## src/rtl/mx_block_unpacker_if.sv

```systemverilog
// Element stream bundle between the MX encoder output and the PE-array feed.
// The slave side is the unpacker; the master side drives words and accepts elements.
interface mx_block_unpacker_if #(
    parameter int BLOCK_SIZE = 32,
    parameter int ELEM_WIDTH = 6,
    parameter int EXP_WIDTH  = 8
);
    localparam int IDX_WIDTH = (BLOCK_SIZE > 1) ? $clog2(BLOCK_SIZE) : 1;

    logic                    in_valid;
    logic                    in_ready;
    logic [ELEM_WIDTH+1:0]   in_word;
    logic [EXP_WIDTH-1:0]    in_exp;
    logic                    out_valid;
    logic                    out_ready;
    logic                    out_sign;
    logic [ELEM_WIDTH-2:0]   out_mant;
    logic [ELEM_WIDTH-1:0]   out_value;
    logic [EXP_WIDTH-1:0]    out_exp;
    logic [IDX_WIDTH-1:0]    out_idx;
    logic                    out_first;
    logic                    out_last;

    modport master (
        output in_valid, in_word, in_exp, out_ready,
        input  in_ready, out_valid, out_sign, out_mant, out_value,
               out_exp, out_idx, out_first, out_last
    );

    modport slave (
        input  in_valid, in_word, in_exp, out_ready,
        output in_ready, out_valid, out_sign, out_mant, out_value,
               out_exp, out_idx, out_first, out_last
    );
endinterface

```

## src/rtl/mx_block_unpacker.sv

```systemverilog
// Unpacks the framed MX element stream into sign/magnitude/signed-value beats
// tagged with block exponent and position, behind a single output register stage.
module mx_block_unpacker #(
    parameter int BLOCK_SIZE = 32,
    parameter int ELEM_WIDTH = 6,
    parameter int EXP_WIDTH  = 8
) (
    input  logic                 clk,
    input  logic                 rst_n,
    mx_block_unpacker_if.slave   bus,
    output logic [15:0]          blk_count,
    output logic                 err,
    input  logic                 err_clr
);
    localparam int IDX_WIDTH  = (BLOCK_SIZE > 1) ? $clog2(BLOCK_SIZE) : 1;
    localparam int MANT_WIDTH = ELEM_WIDTH - 1;
    localparam logic [IDX_WIDTH-1:0] LAST_IDX = IDX_WIDTH'(BLOCK_SIZE - 1);

    typedef enum logic {IDLE, ACTIVE} state_t;

    state_t                  state;
    logic [IDX_WIDTH-1:0]    idx;
    logic [EXP_WIDTH-1:0]    exp_q;

    logic                    out_valid_q;
    logic                    out_sign_q;
    logic [MANT_WIDTH-1:0]   out_mant_q;
    logic [ELEM_WIDTH-1:0]   out_value_q;
    logic [EXP_WIDTH-1:0]    out_exp_q;
    logic [IDX_WIDTH-1:0]    out_idx_q;
    logic                    out_first_q;
    logic                    out_last_q;

    logic [1:0]              ctrl;
    logic                    elem_sign;
    logic [MANT_WIDTH-1:0]   elem_mant;
    logic [ELEM_WIDTH-1:0]   elem_value;
    logic                    in_ready_c;
    logic                    accept;
    logic [IDX_WIDTH-1:0]    next_idx;

    logic                    emit;
    logic [IDX_WIDTH-1:0]    emit_idx;
    logic                    start_blk;
    logic                    end_blk;
    logic                    frame_err;

    assign ctrl       = bus.in_word[ELEM_WIDTH+1:ELEM_WIDTH];
    assign elem_sign  = bus.in_word[ELEM_WIDTH-1];
    assign elem_mant  = bus.in_word[MANT_WIDTH-1:0];
    // Negative zero falls out as zero because -0 == 0 in two's complement.
    assign elem_value = elem_sign ? -{1'b0, elem_mant} : {1'b0, elem_mant};

    assign in_ready_c = rst_n && (!out_valid_q || bus.out_ready);
    assign accept     = bus.in_valid && in_ready_c;
    assign next_idx   = idx + IDX_WIDTH'(1);

    // Classify the accepted word: new block, continuation, or a dropped framing error.
    always_comb begin
        emit      = 1'b0;
        emit_idx  = '0;
        start_blk = 1'b0;
        end_blk   = 1'b0;
        frame_err = 1'b0;
        if (accept) begin
            if (ctrl[1]) begin
                frame_err = 1'b1;
            end else if (ctrl[0]) begin
                start_blk = 1'b1;
                emit      = 1'b1;
                frame_err = (state == ACTIVE);
            end else if (state == ACTIVE) begin
                emit      = 1'b1;
                emit_idx  = next_idx;
                end_blk   = (next_idx == LAST_IDX);
            end else begin
                frame_err = 1'b1;
            end
        end
    end

    always_ff @(posedge clk) begin
        if (!rst_n) begin
            state       <= IDLE;
            idx         <= '0;
            exp_q       <= '0;
            blk_count   <= '0;
            err         <= 1'b0;
            out_valid_q <= 1'b0;
            out_sign_q  <= 1'b0;
            out_mant_q  <= '0;
            out_value_q <= '0;
            out_exp_q   <= '0;
            out_idx_q   <= '0;
            out_first_q <= 1'b0;
            out_last_q  <= 1'b0;
        end else begin
            if (bus.out_ready) begin
                out_valid_q <= 1'b0;
            end
            if (emit) begin
                out_valid_q <= 1'b1;
                out_sign_q  <= elem_sign;
                out_mant_q  <= elem_mant;
                out_value_q <= elem_value;
                out_exp_q   <= start_blk ? bus.in_exp : exp_q;
                out_idx_q   <= emit_idx;
                out_first_q <= (emit_idx == '0);
                out_last_q  <= (emit_idx == LAST_IDX);
            end
            if (start_blk) begin
                exp_q <= bus.in_exp;
                idx   <= '0;
                state <= ACTIVE;
            end else if (emit) begin
                idx <= end_blk ? '0 : next_idx;
                if (end_blk) begin
                    state     <= IDLE;
                    blk_count <= blk_count + 16'd1;
                end
            end
            // A fresh framing error wins over a simultaneous clear request.
            if (frame_err) begin
                err <= 1'b1;
            end else if (err_clr) begin
                err <= 1'b0;
            end
        end
    end

    assign bus.in_ready  = in_ready_c;
    assign bus.out_valid = out_valid_q;
    assign bus.out_sign  = out_sign_q;
    assign bus.out_mant  = out_mant_q;
    assign bus.out_value = out_value_q;
    assign bus.out_exp   = out_exp_q;
    assign bus.out_idx   = out_idx_q;
    assign bus.out_first = out_first_q;
    assign bus.out_last  = out_last_q;
endmodule
```

## src/flat_wrapper.sv

```systemverilog
// flat-port wrapper written by rule: the top's interface ports become plain ports
module mx_block_unpacker_flat 
#(
    parameter int BLOCK_SIZE = 32,
    parameter int ELEM_WIDTH = 6,
    parameter int EXP_WIDTH  = 8
)
  (clk, rst_n, blk_count, err, err_clr, bus_in_valid, bus_in_word, bus_in_exp, bus_out_ready, bus_in_ready, bus_out_valid, bus_out_sign, bus_out_mant, bus_out_value, bus_out_exp, bus_out_idx, bus_out_first, bus_out_last);
  mx_block_unpacker_if #(.BLOCK_SIZE(BLOCK_SIZE), .ELEM_WIDTH(ELEM_WIDTH), .EXP_WIDTH(EXP_WIDTH)) bus_i ();
  input  logic clk;
  input  logic rst_n;
  output logic [15:0] blk_count;
  output logic err;
  input  logic err_clr;
  input wire logic [$bits(bus_i.in_valid)-1:0] bus_in_valid;
  input wire logic [$bits(bus_i.in_word)-1:0] bus_in_word;
  input wire logic [$bits(bus_i.in_exp)-1:0] bus_in_exp;
  input wire logic [$bits(bus_i.out_ready)-1:0] bus_out_ready;
  output wire logic [$bits(bus_i.in_ready)-1:0] bus_in_ready;
  output wire logic [$bits(bus_i.out_valid)-1:0] bus_out_valid;
  output wire logic [$bits(bus_i.out_sign)-1:0] bus_out_sign;
  output wire logic [$bits(bus_i.out_mant)-1:0] bus_out_mant;
  output wire logic [$bits(bus_i.out_value)-1:0] bus_out_value;
  output wire logic [$bits(bus_i.out_exp)-1:0] bus_out_exp;
  output wire logic [$bits(bus_i.out_idx)-1:0] bus_out_idx;
  output wire logic [$bits(bus_i.out_first)-1:0] bus_out_first;
  output wire logic [$bits(bus_i.out_last)-1:0] bus_out_last;
  assign bus_i.in_valid = bus_in_valid;
  assign bus_i.in_word = bus_in_word;
  assign bus_i.in_exp = bus_in_exp;
  assign bus_i.out_ready = bus_out_ready;
  assign bus_in_ready = bus_i.in_ready;
  assign bus_out_valid = bus_i.out_valid;
  assign bus_out_sign = bus_i.out_sign;
  assign bus_out_mant = bus_i.out_mant;
  assign bus_out_value = bus_i.out_value;
  assign bus_out_exp = bus_i.out_exp;
  assign bus_out_idx = bus_i.out_idx;
  assign bus_out_first = bus_i.out_first;
  assign bus_out_last = bus_i.out_last;
  mx_block_unpacker #(.BLOCK_SIZE(BLOCK_SIZE), .ELEM_WIDTH(ELEM_WIDTH), .EXP_WIDTH(EXP_WIDTH)) u_core (.clk(clk), .rst_n(rst_n), .bus(bus_i), .blk_count(blk_count), .err(err), .err_clr(err_clr));
endmodule
```

## config.mk

```make
export PLATFORM = sky130hd
export DESIGN_NAME = mx_block_unpacker_flat
export DESIGN_NICKNAME = d
export VERILOG_FILES = /design/src/rtl/mx_block_unpacker_if.sv /design/src/rtl/mx_block_unpacker.sv /design/src/flat_wrapper.sv
export SDC_FILE = /design/constraint.sdc
export NUM_CORES = 1
export LEC_CHECK = 0
export ABC_AREA = 1
export BUFFER_PORTS_ARGS = -buffer_cell sky130_fd_sc_hd__clkbuf_2
export CORE_MARGIN = 5
export CORE_UTILIZATION = 40
export DETAILED_ROUTE_END_ITERATION = 7
export PLACE_DENSITY_LB_ADDON = 0.3
export SLEW_MARGIN = 20
export SYNTH_ARGS = -nofsm -noshare
export SYNTH_HDL_FRONTEND = slang
export SYNTH_SLANG_ARGS = --single-unit
```

## constraint.sdc

```tcl
create_clock -name clk -period 1.9 [get_ports clk]
set_input_delay 0.095 -clock clk [delete_from_list [all_inputs] [get_ports clk]]
set_output_delay 0.095 -clock clk [all_outputs]
set_load 0.03 [all_outputs]
```

==> results_tabular.tex <==
\begin{tabular}{lr}
\hline
Metric & Value \\
\hline
\multicolumn{2}{l}{\textbf{Status}} \\
\quad Outcome & finished, final reports clean \\
\multicolumn{2}{l}{\textbf{Pwr}} \\
\quad Share of power burned in the clock network & 49.0\% \\
\quad Cell-internal power & 2.20 mW \\
\quad Switching share of power & 23.8\% \\
\quad Worst supply voltage drop on vdd & 470 uV \\
\quad Combinational cell fraction of total power & 7.4\% \\
\quad Areal power density over the cells & 809 nW/um\^{}2 \\
\quad Leakage power & 1.58 nW \\
\quad Sequential fraction of design power & 43.5\% \\
\quad Sw power & 0.685 mW \\
\multicolumn{2}{l}{\textbf{Logic synthesis}} \\
\quad Dominant register cell in the synthesized netlist & sky130\_fd\_sc\_hd\_\_dfxtp\_1 \\
\quad Number of flops mapped to enable cells by yosys & 0 \\
\quad Number of nets in the synthesized netlist & 422 \\
\quad Flip-flop and latch count after synthesis & 58 \\
\quad Synthesized instance count & 396 \\
\quad Xor-xnor portion of the synthesized cell area & 4.02\% \\
\quad Mapped Area & 2830 sq um \\
\quad Main combinational cell family by area after synthesis & simple AND/OR/NAND/NOR gates \\
\quad Post-synthesis mux area share & 0\% \\
\quad Number of warning messages in the yosys log & 0 \\
\quad Post-synthesis share of cell area spent on and, or, nand and nor gates & 32.2\% \\
\quad Fraction of the yosys area taken by sequential cells & 41.0\% \\
\quad Synthesized-area fraction occupied by ao, oa, aoi and oai cells & 12.6\% \\
\quad Average cell area after synthesis & 7.14 sq um \\
\quad Adder and majority gate portion of the synthesized area & 2.21\% \\
\quad Async SR Flop Fraction & 0\% \\
\quad Number of distinct library cell variants in the gate-level netlist after synthesis & 28 \\
\multicolumn{2}{l}{\textbf{Floorplanning}} \\
\quad DIE HEIGHT & 94.1 microns \\
\quad DIE WIDTH & 94.1 microns \\
\quad Core Rows & 30 \\
\quad Top-level port count & 67 \\
\quad Initial standard-cell utilization of the core & 41.4\% \\
\quad Area of the placeable core & 6830 sq um \\
\quad Die area & 8850 sq um \\
\multicolumn{2}{l}{\textbf{Cells and area}} \\
\quad Layout cells sized above 1 & 26.7\% \\
\quad Area grow syn2layout & 25.8\% \\
\quad Post-Route Utilization & 52.1\% \\
\quad Sequential cell area & 1160 sq um \\
\quad Net count reported at finish & 496 \\
\quad \# diodes & 0 \\
\quad Total area of multi-input combinational cells & 1450 sq um \\
\quad Fillcell total & 692 \\
\multicolumn{2}{l}{\textbf{Placed design}} \\
\quad Post-detail-place hpwl & 4880 microns \\
\quad Quantity of I/O buffers inserted on ports & 66 \\
\quad Placer's final routability congestion estimate & 0.865 \\
\multicolumn{2}{l}{\textbf{Clocking}} \\
\quad Reg clk slew, reported paths & 70 ps \\
\quad \# H-tree levels & 3 \\
\quad Number of buffers added by the clock tree synthesis step & 9 \\
\quad Number of sinks on the clock net & 58 \\
\quad Clock tree buffer depth & 2 \\
\quad Clk Tree Root Cell & sky130\_fd\_sc\_hd\_\_clkbuf\_8 \\
\quad Clock latency on the worst-skew pair & 340 ps \\
\quad CTS tree & done \\
\multicolumn{2}{l}{\textbf{Worst setup path}} \\
\quad Critical Path End Type & flop \\
\quad Worst path arrival time & 1940 ps \\
\quad Startpoint class of the critical path & flop \\
\quad Worst Path Max Fanout & 18 \\
\quad CP Class & flop to flop \\
\quad Data required time of the critical path & 2130 ps \\
\multicolumn{2}{l}{\textbf{GRT}} \\
\quad Global-route total usage across every layer & 16.3\% \\
\quad Wire length of the first global-routing pass & 11600 microns \\
\quad Maximum number of pins on one net before global-route repair & 35 \\
\quad Vias in the first global route & 2563 \\
\quad Antenna violations before repair & 0 \\
\quad Congestion Overflow GR & 0 \\
\multicolumn{2}{l}{\textbf{Drt}} \\
\quad Post-detailed-routing wire length & 6660 microns \\
\quad Routed wirelength normalized by instance count & 11.7 microns \\
\quad Number of design rule violations left after detail routing & 0 \\
\quad First-pass DRT Iterations & 4 \\
\quad Count of vias placed by the detailed router & 2705 \\
\quad ANT nets after route & 0 \\
\quad Detailed-route vias per instance & 4.74 \\
\quad DRC violation total after the first TritonRoute iteration & 130 \\
\multicolumn{2}{l}{\textbf{Job}} \\
\quad Max Cap Viol & 0 \\
\multicolumn{2}{l}{\textbf{Timing}} \\
\quad Remaining max-slew budget at the tightest pin & 72.9\% \\
\quad Share of the clock period used by the worst path after layout & 89.8\% \\
\quad Final Critical Period & 1710 ps \\
\quad Fin. Hold Viols & 0 \\
\quad Number of max-slew violations in the final report & 0 \\
\quad Unrepaired setup endpoints after global routing & no \\
\quad Final Skew & 12.4 ps \\
\quad Finish-stage setup viols & 0 \\
\quad Actual transition at the worst max-transition pin & 406 ps \\
\quad Setup TNS & 0 ps \\
\quad Fmax achieved & 586 MHz \\
\multicolumn{2}{l}{\textbf{Worst hold path}} \\
\quad Hold Path Class & primary input to flop \\
\hline
\end{tabular}
[worst paths after layout]
kind / startpoint / to / slack, ps / depth (start not counted)
worst min register to register: u_core.err / u_core.err / 470 / 2
worst max register to register: u_core.idx[1] / u_core.blk_count[0] / 190 / 10
worst min-delay path: bus_in_word[0] / u_core.bus.out_value[0] / 30 / 3
worst max-delay path: u_core.idx[1] / u_core.blk_count[0] / 190 / 10
[routing by layer]
layer	up-vias	GRT usage, %	part of all wire (%)
met4	0	7.70	2.0
met5	-	0	0
met3	14	4.25	6.0
met1	1209	20.9	46
li1	1410	-	-
met2	72	25.2	46
[critical path, cell delays in order, from the launching register on]
cell and delay (ps):
sky130_fd_sc_hd__dfxtp_1 410, sky130_fd_sc_hd__ha_2 240, sky130_fd_sc_hd__inv_1 50, sky130_fd_sc_hd__nand2_1 70
sky130_fd_sc_hd__nand2_2 70, sky130_fd_sc_hd__nor2_2 140, sky130_fd_sc_hd__nand3_2 150, sky130_fd_sc_hd__nor2_8 280
sky130_fd_sc_hd__nand2_1 90, sky130_fd_sc_hd__nand2_1 70, sky130_fd_sc_hd__nor2_1 40
[synth_stat cells (all sizes together) (7+ instances only)]
| master | count | share of area (%) |
|---|---|---|
| dfxtp | 58 | 41 |
| o21ai | 23 | 4.1 |
| nand4 | 7 | 1.5 |
| nor2 | 59 | 9.0 |
| xor2 | 10 | 3.1 |
| clkbuf | 8 | 1.1 |
| nand2 | 105 | 15 |
| or2 | 7 | 1.5 |
| a21oi | 38 | 7.8 |
| nand3 | 20 | 4.6 |
| inv | 42 | 5.6 |
[per-stage QoR]
step	cells	setup slack [ps]	hold slack (ps)	area [sq um]	total power, mW
floorplan	396	300	233	2830	1.42
global placement	553	244	354	3280	1.49
detailed placement	553	133	361	3280	1.49
CTS	571	122	13.0	3550	2.92
global route	571	0.820	43.3	3560	3.00
finish	571	194	28.4	3560	2.88
[registers in the layout, indices dropped and copies added, names as in the netlist]
signal	count
u_core.idx	5
u_core.err	1
u_core.state	1
u_core.bus.out_first	1
u_core.bus.out_idx	5
u_core.bus.out_mant	4
u_core.blk_count	16
u_core.exp_q	8
u_core.bus.out_valid	1
u_core.bus.out_value	6
u_core.bus.out_sign	1
u_core.bus.out_exp	8
u_core.bus.out_last	1
[power by group through the flow]
stage | registers [mW] | clock network (mW) | logic [mW]
2_1_floorplan | 1.32 | 0 | 0.100
3_3_place_gp | 1.28 | 0 | 0.210
3_5_place_dp | 1.28 | 0 | 0.213
4_1_cts | 1.25 | 1.45 | 0.216
5_1_grt | 1.26 | 1.51 | 0.240
6_report | 1.25 | 1.41 | 0.214
[logic make-up (layout without fill, tap and decap cells)]
kind of cell | after synthesis | in the layout
and+or+nand+nor | 201 | 201
xor gates and xnor gates | 13 | 13
adders and majority gates | 5 | 5
DFF | 58 | 58
AOI/OAI and AO/OA | 64 | 64
buffers and inverters | 55 | 134
[timing repair]
action	4_1_cts	5_1_grt
gates resized for setup	0	2
endpoints found under the setup margin	0	8
buffers inserted	0	0
hold buffers	2	0
endpoints found under the hold margin	2	0
[layout make-up]
class	count	share of cell area (%)
clock inverter	7	3.51
multi-input combinational	283	40.6
timing repair buffer	76	12.0
inverter	42	4.43
tap	96	3.37
clock buffer	9	3.48
sequential	58	32.6
[cell usage in the layout, fill, tap and decap left out, types with 2 or more instances in the layout]
cell type,count
sky130_fd_sc_hd__buf_4,6
sky130_fd_sc_hd__nand4_1,7
sky130_fd_sc_hd__a21oi_1,30
sky130_fd_sc_hd__dlygate4sd3_1,2
sky130_fd_sc_hd__nand3_1,17
sky130_fd_sc_hd__clkbuf_8,9
sky130_fd_sc_hd__clkinv_4,3
sky130_fd_sc_hd__inv_1,39
sky130_fd_sc_hd__o21ai_0,15
sky130_fd_sc_hd__bufinv_16,3
sky130_fd_sc_hd__xor2_1,10
sky130_fd_sc_hd__clkbuf_2,66
sky130_fd_sc_hd__a21oi_2,8
sky130_fd_sc_hd__ha_1,4
sky130_fd_sc_hd__nand3_4,2
sky130_fd_sc_hd__nand2_2,11
sky130_fd_sc_hd__nor2_4,2
sky130_fd_sc_hd__xnor2_1,3
sky130_fd_sc_hd__nand2_1,94
sky130_fd_sc_hd__dfxtp_1,58
sky130_fd_sc_hd__inv_2,3
sky130_fd_sc_hd__nor3_1,3
sky130_fd_sc_hd__o21ai_1,8
sky130_fd_sc_hd__nor2_1,55
sky130_fd_sc_hd__or2_2,7
sky130_fd_sc_hd__o211ai_1,2
Power figures use the tool's default switching activity.
